### src/rtl/sun_trb_sar_pkg.sv
// -----------------------------------------------------------------------------
// sun_trb_sar_pkg
// Shared definitions for the SAR ADC conversion sequencer:
//   - state_t      : sequencer FSM state encoding
//   - DEF_NBITS    : default conversion resolution
//   - DEF_NSAMPLE  : default number of cycles SAMPLE stays high
//   - DEF_TIMEOUT  : default comparator-decision watchdog length (cycles)
//   - TMR_W        : width of the loadable down-counters (sample/timeout)
// -----------------------------------------------------------------------------
package sun_trb_sar_pkg;

    localparam int DEF_NBITS   = 8;
    localparam int DEF_NSAMPLE = 2;
    localparam int DEF_TIMEOUT = 7;
    localparam int TMR_W       = 4;

    typedef enum logic [2:0] {
        ST_IDLE = 3'd0,
        ST_SMP  = 3'd1,
        ST_CMP  = 3'd2,
        ST_RST  = 3'd3,
        ST_FIN  = 3'd4
    } state_t;

endpackage

### src/rtl/sun_trb_sar_tmr.sv
// -----------------------------------------------------------------------------
// sun_trb_sar_tmr
// Loadable TMR_W-bit down-counter with a zero flag. Loading takes priority
// over counting; the count saturates at zero.
// Ports:
//   ck       in  clock
//   rn       in  synchronous active-low reset (count -> 0)
//   load     in  load load_val into the counter
//   load_val in  value to load
//   en       in  decrement enable
//   zero     out high while the count is zero
// -----------------------------------------------------------------------------
module sun_trb_sar_tmr
    import sun_trb_sar_pkg::*;
(
    input  logic             ck,
    input  logic             rn,
    input  logic             load,
    input  logic [TMR_W-1:0] load_val,
    input  logic             en,
    output logic             zero
);

    logic [TMR_W-1:0] cnt_reg;

    always_ff @(posedge ck) begin
        if (!rn) begin
            cnt_reg <= '0;
        end else if (load) begin
            cnt_reg <= load_val;
        end else if (en && (cnt_reg != '0)) begin
            cnt_reg <= cnt_reg - TMR_W'(1);
        end
    end

    assign zero = (cnt_reg == '0);

endmodule

### src/rtl/sun_trb_sar_seq.sv
// -----------------------------------------------------------------------------
// sun_trb_sar_seq
// Successive-approximation conversion sequencer. Samples the input for NSAMPLE
// cycles, then resolves NBITS bits MSB first: strobe the comparator, record
// the decision, drive the CDAC switch for that bit, wait for the comparator to
// release, move to the next bit. All outputs are registered.
//
// Optional feature: define SUN_TRB_SAR_TIMEOUT_EN to enable the comparator
// watchdog. A bit with no decision after TIMEOUT cycles of strobing is forced
// to 0 and the sticky TOUT flag is raised. Without it, CMP waits forever and
// tout is constant 0.
//
// Ports:
//   ck      in  clock
//   rn      in  synchronous active-low reset
//   start   in  conversion request (accepted only in IDLE, not with done)
//   cmp_p   in  comparator positive decision
//   cmp_n   in  comparator negative decision (both high = no decision)
//   sample  out CDAC track-switch enable
//   cmp_ck  out comparator strobe
//   cp      out CDAC switch controls, P side
//   cn      out CDAC switch controls, N side
//   dout    out result of the last completed conversion
//   done    out one-cycle pulse on result update
//   busy    out high in every state except IDLE
//   tout    out sticky comparator-timeout flag
// -----------------------------------------------------------------------------
module sun_trb_sar_seq
    import sun_trb_sar_pkg::*;
#(
    parameter int NBITS   = DEF_NBITS,
    parameter int NSAMPLE = DEF_NSAMPLE,
    parameter int TIMEOUT = DEF_TIMEOUT
)
(
    input  logic             ck,
    input  logic             rn,
    input  logic             start,
    input  logic             cmp_p,
    input  logic             cmp_n,
    output logic             sample,
    output logic             cmp_ck,
    output logic [NBITS-1:0] cp,
    output logic [NBITS-1:0] cn,
    output logic [NBITS-1:0] dout,
    output logic             done,
    output logic             busy,
    output logic             tout
);

    localparam int              KW       = (NBITS > 1) ? $clog2(NBITS) : 1;
    localparam logic [KW-1:0]   K_TOP    = KW'(NBITS - 1);
    localparam logic [TMR_W-1:0] SMP_LOAD = TMR_W'(NSAMPLE - 1);

    // Both timers are TMR_W bits wide; reject settings they cannot count.
    if (NSAMPLE < 1 || NSAMPLE > 15 || TIMEOUT < 1 || TIMEOUT > 15) begin : g_bad_param
        $error("sun_trb_sar_seq: NSAMPLE and TIMEOUT must be in 1..15");
    end

    state_t           state_reg;
    logic [KW-1:0]    k_reg;
    logic [NBITS-1:0] res_reg;
    logic [NBITS-1:0] cp_reg;
    logic [NBITS-1:0] cn_reg;
    logic [NBITS-1:0] dout_reg;
    logic             sample_reg;
    logic             cmp_ck_reg;
    logic             done_reg;
    logic             busy_reg;
    logic             tout_reg;

    // A START coinciding with the DONE pulse is dropped on purpose so a held
    // START cannot chain conversions back-to-back without a visible gap.
    logic start_ok;
    logic decision;
    logic cmp_idle;
    logic smp_zero;

    assign start_ok = (state_reg == ST_IDLE) && start && !done_reg;
    assign decision = cmp_p ^ cmp_n;
    assign cmp_idle = !cmp_p && !cmp_n;

    sun_trb_sar_tmr u_smp_tmr (
        .ck       (ck),
        .rn       (rn),
        .load     (start_ok),
        .load_val (SMP_LOAD),
        .en       (state_reg == ST_SMP),
        .zero     (smp_zero)
    );

`ifdef SUN_TRB_SAR_TIMEOUT_EN
    localparam logic [TMR_W-1:0] TMO_LOAD = TMR_W'(TIMEOUT - 1);

    logic tmo_zero;
    logic cmp_enter;

    // Reload the watchdog on every entry into CMP, from SMP or from RST.
    assign cmp_enter = ((state_reg == ST_SMP) && smp_zero) ||
                       ((state_reg == ST_RST) && cmp_idle && (k_reg != '0));

    sun_trb_sar_tmr u_tmo_tmr (
        .ck       (ck),
        .rn       (rn),
        .load     (cmp_enter),
        .load_val (TMO_LOAD),
        .en       (state_reg == ST_CMP),
        .zero     (tmo_zero)
    );
`endif

    always_ff @(posedge ck) begin
        if (!rn) begin
            state_reg  <= ST_IDLE;
            k_reg      <= '0;
            res_reg    <= '0;
            cp_reg     <= '0;
            cn_reg     <= '0;
            dout_reg   <= '0;
            sample_reg <= 1'b0;
            cmp_ck_reg <= 1'b0;
            done_reg   <= 1'b0;
            busy_reg   <= 1'b0;
            tout_reg   <= 1'b0;
        end else begin
            done_reg <= 1'b0;
            case (state_reg)
                ST_IDLE: begin
                    if (start_ok) begin
                        state_reg  <= ST_SMP;
                        k_reg      <= K_TOP;
                        cp_reg     <= '0;
                        cn_reg     <= '0;
                        sample_reg <= 1'b1;
                        busy_reg   <= 1'b1;
                        tout_reg   <= 1'b0;
                    end
                end
                ST_SMP: begin
                    if (smp_zero) begin
                        state_reg  <= ST_CMP;
                        sample_reg <= 1'b0;
                        cmp_ck_reg <= 1'b1;
                    end
                end
                ST_CMP: begin
                    if (decision) begin
                        res_reg[k_reg] <= cmp_p;
                        if (cmp_p) begin
                            cn_reg[k_reg] <= 1'b1;
                        end else begin
                            cp_reg[k_reg] <= 1'b1;
                        end
                        cmp_ck_reg <= 1'b0;
                        state_reg  <= ST_RST;
                    end
`ifdef SUN_TRB_SAR_TIMEOUT_EN
                    else if (tmo_zero) begin
                        // Silent comparator: resolve the bit as 0.
                        res_reg[k_reg] <= 1'b0;
                        cp_reg[k_reg]  <= 1'b1;
                        tout_reg       <= 1'b1;
                        cmp_ck_reg     <= 1'b0;
                        state_reg      <= ST_RST;
                    end
`endif
                end
                ST_RST: begin
                    // Wait for the comparator to release before the next strobe.
                    if (cmp_idle) begin
                        if (k_reg == '0) begin
                            state_reg <= ST_FIN;
                        end else begin
                            k_reg      <= k_reg - KW'(1);
                            cmp_ck_reg <= 1'b1;
                            state_reg  <= ST_CMP;
                        end
                    end
                end
                ST_FIN: begin
                    dout_reg  <= res_reg;
                    done_reg  <= 1'b1;
                    busy_reg  <= 1'b0;
                    state_reg <= ST_IDLE;
                end
                default: begin
                    state_reg <= ST_IDLE;
                end
            endcase
        end
    end

    assign sample = sample_reg;
    assign cmp_ck = cmp_ck_reg;
    assign cp     = cp_reg;
    assign cn     = cn_reg;
    assign dout   = dout_reg;
    assign done   = done_reg;
    assign busy   = busy_reg;
    assign tout   = tout_reg;

endmodule

### config.mk
export PLATFORM = sky130hd
export DESIGN_NAME = sun_trb_sar_seq
export DESIGN_NICKNAME = d
export VERILOG_FILES = /design/src/rtl/sun_trb_sar_pkg.sv /design/src/rtl/sun_trb_sar_tmr.sv /design/src/rtl/sun_trb_sar_seq.sv
export SDC_FILE = /design/constraint.sdc
export NUM_CORES = 1
export LEC_CHECK = 0
export ABC_AREA = 0
export BUFFER_PORTS_ARGS = -buffer_cell sky130_fd_sc_hd__buf_2
export CORE_MARGIN = 2
export CORE_UTILIZATION = 30
export DETAILED_ROUTE_END_ITERATION = 6
export SYNTH_ARGS = -nofsm -noshare
export SYNTH_HDL_FRONTEND = slang
export SYNTH_SLANG_ARGS = --single-unit
### constraint.sdc
create_clock -name ck -period 2.2 [get_ports ck]
set_input_delay 0 -clock ck [delete_from_list [all_inputs] [get_ports ck]]
set_output_delay 0 -clock ck [all_outputs]
set_load 0.1 [all_outputs]
-- Word level (Yosys, flattened, before mapping)
Index checks and enable logic that the tools add are counted.
Widths: inputs -> output; s select.
- bits in registers: 46
- input port bits: 5
- output and inout bits: 29
- logic and storage cells: 90
- add/subtract/negate cells: 2
- order comparisons: 2
- eq/ne operators: 11
- multiplexer cells: 32
- bitwise operators: 4
- reduce and logical (&&, ||, !) cells: 27
- operators by type and width (operator ; number):
    $mux 8 ; 5
    $pmux 8 s2 ; 2
    $mux 3 ; 8
    $or 8x8->8 ; 2
    $reduce_and 4->1 ; 4
    $ne 2x2->1 const B ; 7
    $pmux 3 s4 ; 1
    $mux 1 ; 10
    $reduce_bool 2->1 ; 5
    $bwmux 8 ; 1
    $eq 3x2->1 const B ; 2
    $logic_not 3->1 ; 2
    $pmux 3 s2 ; 1
    $logic_and 1x1->1 ; 5
    $reduce_and 5->1 ; 1
    $logic_not 4->1 ; 1
    $lt 3x4->1 const B ; 1
    $pmux 1 s2 ; 2
    $reduce_and 2->1 ; 2
    $reduce_bool 4->1 ; 1
    $sub 4x1->4 const B ; 1
    $demux 1 s3 ; 1
    $eq 3x1->1 const B ; 1
    $eq 3x3->1 const B ; 1
    other kinds (9) ; 11

-- Longest topological paths before layout
- depth after elaboration: 8
- mapped depth: 7
- depth with buffers taken out: 6

-- Hierarchy
A second synthesis with hierarchy kept.
- cell total of the unflattened synthesis: 234
- area, all modules: 2029.4 sq um
- by module, submodules not included (module ; instances ; cells each ; area each (sq um) ; sequential area each (sq um)):
    sun_trb_sar_seq ; 1 ; 203 ; 1773.0 ; 840.8
    sun_trb_sar_tmr ; 1 ; 31 ; 256.5 ; 80.1

-- Least setup slack after synthesis
Ideal clock, no wire load.
- path kind: register to register
- start: register done_reg, in the netlist done
- end: register cn_reg[0], in the netlist cn[0]
- setup time: 0.118 ns
- arrival: 1.813 ns
- required time: 2.082 ns
- slack: 0.269 ns
- cell stages (with the launch flop): 6
- path buffers: 2
- clock period less this slack: 1.931 ns
- cells stage by stage: dfxtp_1 or3b_1 buf_2 o21ai_2 buf_2 nor2_1
- cells in the longest elaborated chain, start to end: 4
- RTL lines (item ; RTL line ; source):
    from (decl) ; sun_trb_sar_seq.sv:68 ; logic done_reg;
    from (signal assigned) ; sun_trb_sar_seq.sv:122 ; done_reg <= 1'b0;
    from (signal assigned) ; sun_trb_sar_seq.sv:126 ; done_reg <= 1'b0;
    from (signal assigned) ; sun_trb_sar_seq.sv:182 ; done_reg <= 1'b1;
    $logic_not 1->1 ; sun_trb_sar_seq.sv:79 ; assign start_ok = (state_reg == ST_IDLE) && start && !done_reg;
    $logic_and 1x1->1 ; sun_trb_sar_seq.sv:79 ;
    $ne 2x2->1 (no line) ; n/a ;
    $reduce_and 4->1 (no line) ; n/a ;
    to (signal assigned) ; sun_trb_sar_seq.sv:118 ; cn_reg <= '0;
    to (signal assigned) ; sun_trb_sar_seq.sv:133 ; cn_reg <= '0;
    to (signal, indexed assignment) ; sun_trb_sar_seq.sv:150 ; cn_reg[k_reg] <= 1'b1;
    to (decl) ; sun_trb_sar_seq.sv:64 ; logic [NBITS-1:0] cn_reg;
Every way passes these cells.
A chain may end at the register's enable or synchronous reset.

-- Final worst setup path
- start: register k_reg[0]
- end: register k_reg[2]
- cells in the longest elaborated chain, start to end: 4
- elaborated cells between the ends (all ways): 7
- those cells by class: 1 x add/sub; 1 x eq/ne; 3 x mux; 2 x reduce/logical
- RTL lines (item ; RTL line ; source):
    from (decl) ; sun_trb_sar_seq.sv:61 ; logic [KW-1:0] k_reg;
    from (signal assigned) ; sun_trb_sar_seq.sv:174 ; k_reg <= k_reg - KW'(1);
    $sub 3x1->3 ; sun_trb_sar_seq.sv:174 ;
    $mux 3 ; sun_trb_sar_seq.sv:171 ; if (k_reg == '0) begin
    $mux 3 ; sun_trb_sar_seq.sv:170 ; if (cmp_idle) begin
    $pmux 3 s2 ; sun_trb_sar_seq.sv:127 ; case (state_reg)
Parallel ways exist; a longest one is shown, timed or not. The select of a mux whose other input is x is not followed.

==> results_dict.tcl <==
set metrics [dict create \
    status "finished clean" \
    clockBufferDepth 2 \
    gr-usage-all-layers 0.128 \
    worstPathArrival_ns 1.96 \
    cts_tree "built" \
    ys_ff_latch 46 \
    hold_viol 0 \
    period_share 0.794 \
    syn_nets 229 \
    first_pass_iters 4 \
    postSynthAreaPerCell_um2 8.51 \
    clk_pin_slew_worst_paths_ns 0.09 \
    r2r_cells 7 \
    antenna_found_initial 0 \
    end_kind "flop" \
    wl_per_cell_um 12.6 \
    peakVddDrop_mv 0.696 \
    hold_path.class "in -> reg" \
    hold_depth 2 \
    routed_wl_um 4110 \
    synth_edf_count 0 \
    routed_via_density 4.79 \
    ctsHoldBuffers 0 \
    start_util 0.313 \
    grt_pass1_wl_um 7110 \
    antenna_cells 0 \
    portBuffers 32 \
    cts.sink_count 46 \
    fin_crit_ns 1.75 \
    synth_top_family_by_area "simple AND/OR/NAND/NOR gates" \
    cts_buffers 5 \
    core_area_mm2 0.00599 \
    netlist_area_mm2 0.00187 \
    cts.repair.resized 0 \
    fmax_ghz 0.573 \
    grt_max_degree 20 \
    die_area_mm2 0.00689 \
    synth-compound-area-share 0.172 \
    tns_ns 0 \
    synthMuxAreaShare 0.0214 \
    ant_nets 0 \
    grt_pass1_vias 1492 \
    syn_to_final_growth_pct 19.2 \
    drv_cap 0 \
    dp_hpwl_um 2920 \
    p_per_area_mw_per_mm2 989 \
    cp-start-kind "flop" \
    place_inst 318 \
    htreeDepth 2 \
    slew_viol_final 0 \
    setup_viol 0 \
    gp_congestion 0.807 \
    nNetsFinal 259 \
    via_count 1561 \
    clock_latency_ns 0.30 \
    syn-instance-count 220 \
    synth_cell_types 42 \
    path_max_fanout 11 \
    yosys_most_used_dff "dfxtp_1" \
    timing.hold.ws_ns 0.105 \
    die_y_um 83.0 \
    instances_no_fill 326 \
    rsz0062_at_grt "no" \
    drt_iter0_drc 80 \
    synth_xor_area_frac 0.00935 \
    ys_warn_count 0 \
    setup.worst_path.class "reg -> reg" \
    fp.dieW_um 83.0 \
    synth-simple-area-share 0.230 \
    cts_root_buf "clkbuf_8" \
    drive_gt1_frac 0.179 \
    cts_setup_buffers 0 \
    grt_overflow_total 0 \
    async_reset_ff_frac 0 \
    rows 28 \
    seq_area_frac_synth 0.492 \
    post-route-util 0.373 \
    setup_slack_ns 0.453 \
    io_pins 34 \
    drc 0 \
    leakagePower_nw 0.923 \
    skew_ns 0.00598 \
    synthAdderAreaFrac 0.0267 \
    critPathRequiredTime_ns 2.41 \
    dp_slack_ns 0.496 \
]
cells by family (layout without fill, tap and decap cells):
family,after synthesis,count (layout)
compound gates,53,53
mux,4,4
xor+xnor,2,2
flops,46,46
buf+inv,19,50
other cells,1,1
simple gates,91,91
fa+ha+maj,4,4
stage by stage:
step / cell area [um^2] / total power [mW]
floorplan: 1870 / 1.36
global placement: 2090 / 1.45
detailed placement: 2090 / 1.45
CTS: 2230 / 2.23
global route: 2230 / 2.32
finish: 2230 / 2.21
worst max-delay path, cell delays in order, from the launching register on:
cell	delay, ns
dfxtp_1	0.54
inv_1	0.14
ha_1	0.21
nor2b_1	0.16
nor3_1	0.17
buf_4	0.17
nor3_1	0.05
nor4_1	0.22
final timing paths:
check,startpoint,endpoint,slack [ns]
max,k_reg[0],k_reg[2],0.45
min,rn,k_reg[1],0.10
max reg2reg,k_reg[0],k_reg[2],0.45
min reg2reg,res_reg[3],dout[3],0.45
final cells by class:
cell class	count	area [um^2]
inverters	7	26.3
fillers	663	3760
multi-input cells	155	866
repair buffers	35	183
clock buffers	6	82.6
well taps	75	93.8
flip-flops and latches	46	921
clock inverters	2	60.1
report_power, final:
part | total [mW] | internal, mW | switching (mW)
Sequential | 0.933 | 0.879 | 0.0534
Clock | 0.773 | 0.484 | 0.289
Combinational | 0.501 | 0.125 | 0.376
layout by cell type (no fill, tap or decap), types with 4 or more instances in the layout:
master	count
nand3_1	4
nand2b_1	5
nor2_1	29
a21oi_1	32
nor3_1	7
inv_1	7
clkbuf_8	6
buf_2	32
dfxtp_1	46
mux2i_1	4
ha_1	4
nand2_1	27
cell usage after synthesis, types with 3 or more instances:
master	n	area (um^2)
inv_1	7	26.3
buf_2	3	15.0
a21oi_1	32	160
nor3b_1	3	22.5
ha_1	4	50.1
nor2_1	29	109
o31ai_1	3	22.5
nor3_1	7	35.0
mux2i_1	4	40.0
clkbuf_1	6	22.5
o21ai_0	3	15.0
a211oi_1	3	22.5
nand2b_1	5	31.3
nand3_1	4	20.0
o211ai_1	3	22.5
dfxtp_1	46	921
nand2_1	27	101
metal layers:
layer / global-route usage / vias to the layer above / routed length, um
li1: - / 818 / -
met1: 0.175 / 693 / 2080
met2: 0.176 / 40 / 1670
met3: 0.0437 / 10 / 259
met4: 0.0700 / 0 / 104
met5: 0 / - / 0
Power figures use the tool's default switching activity.
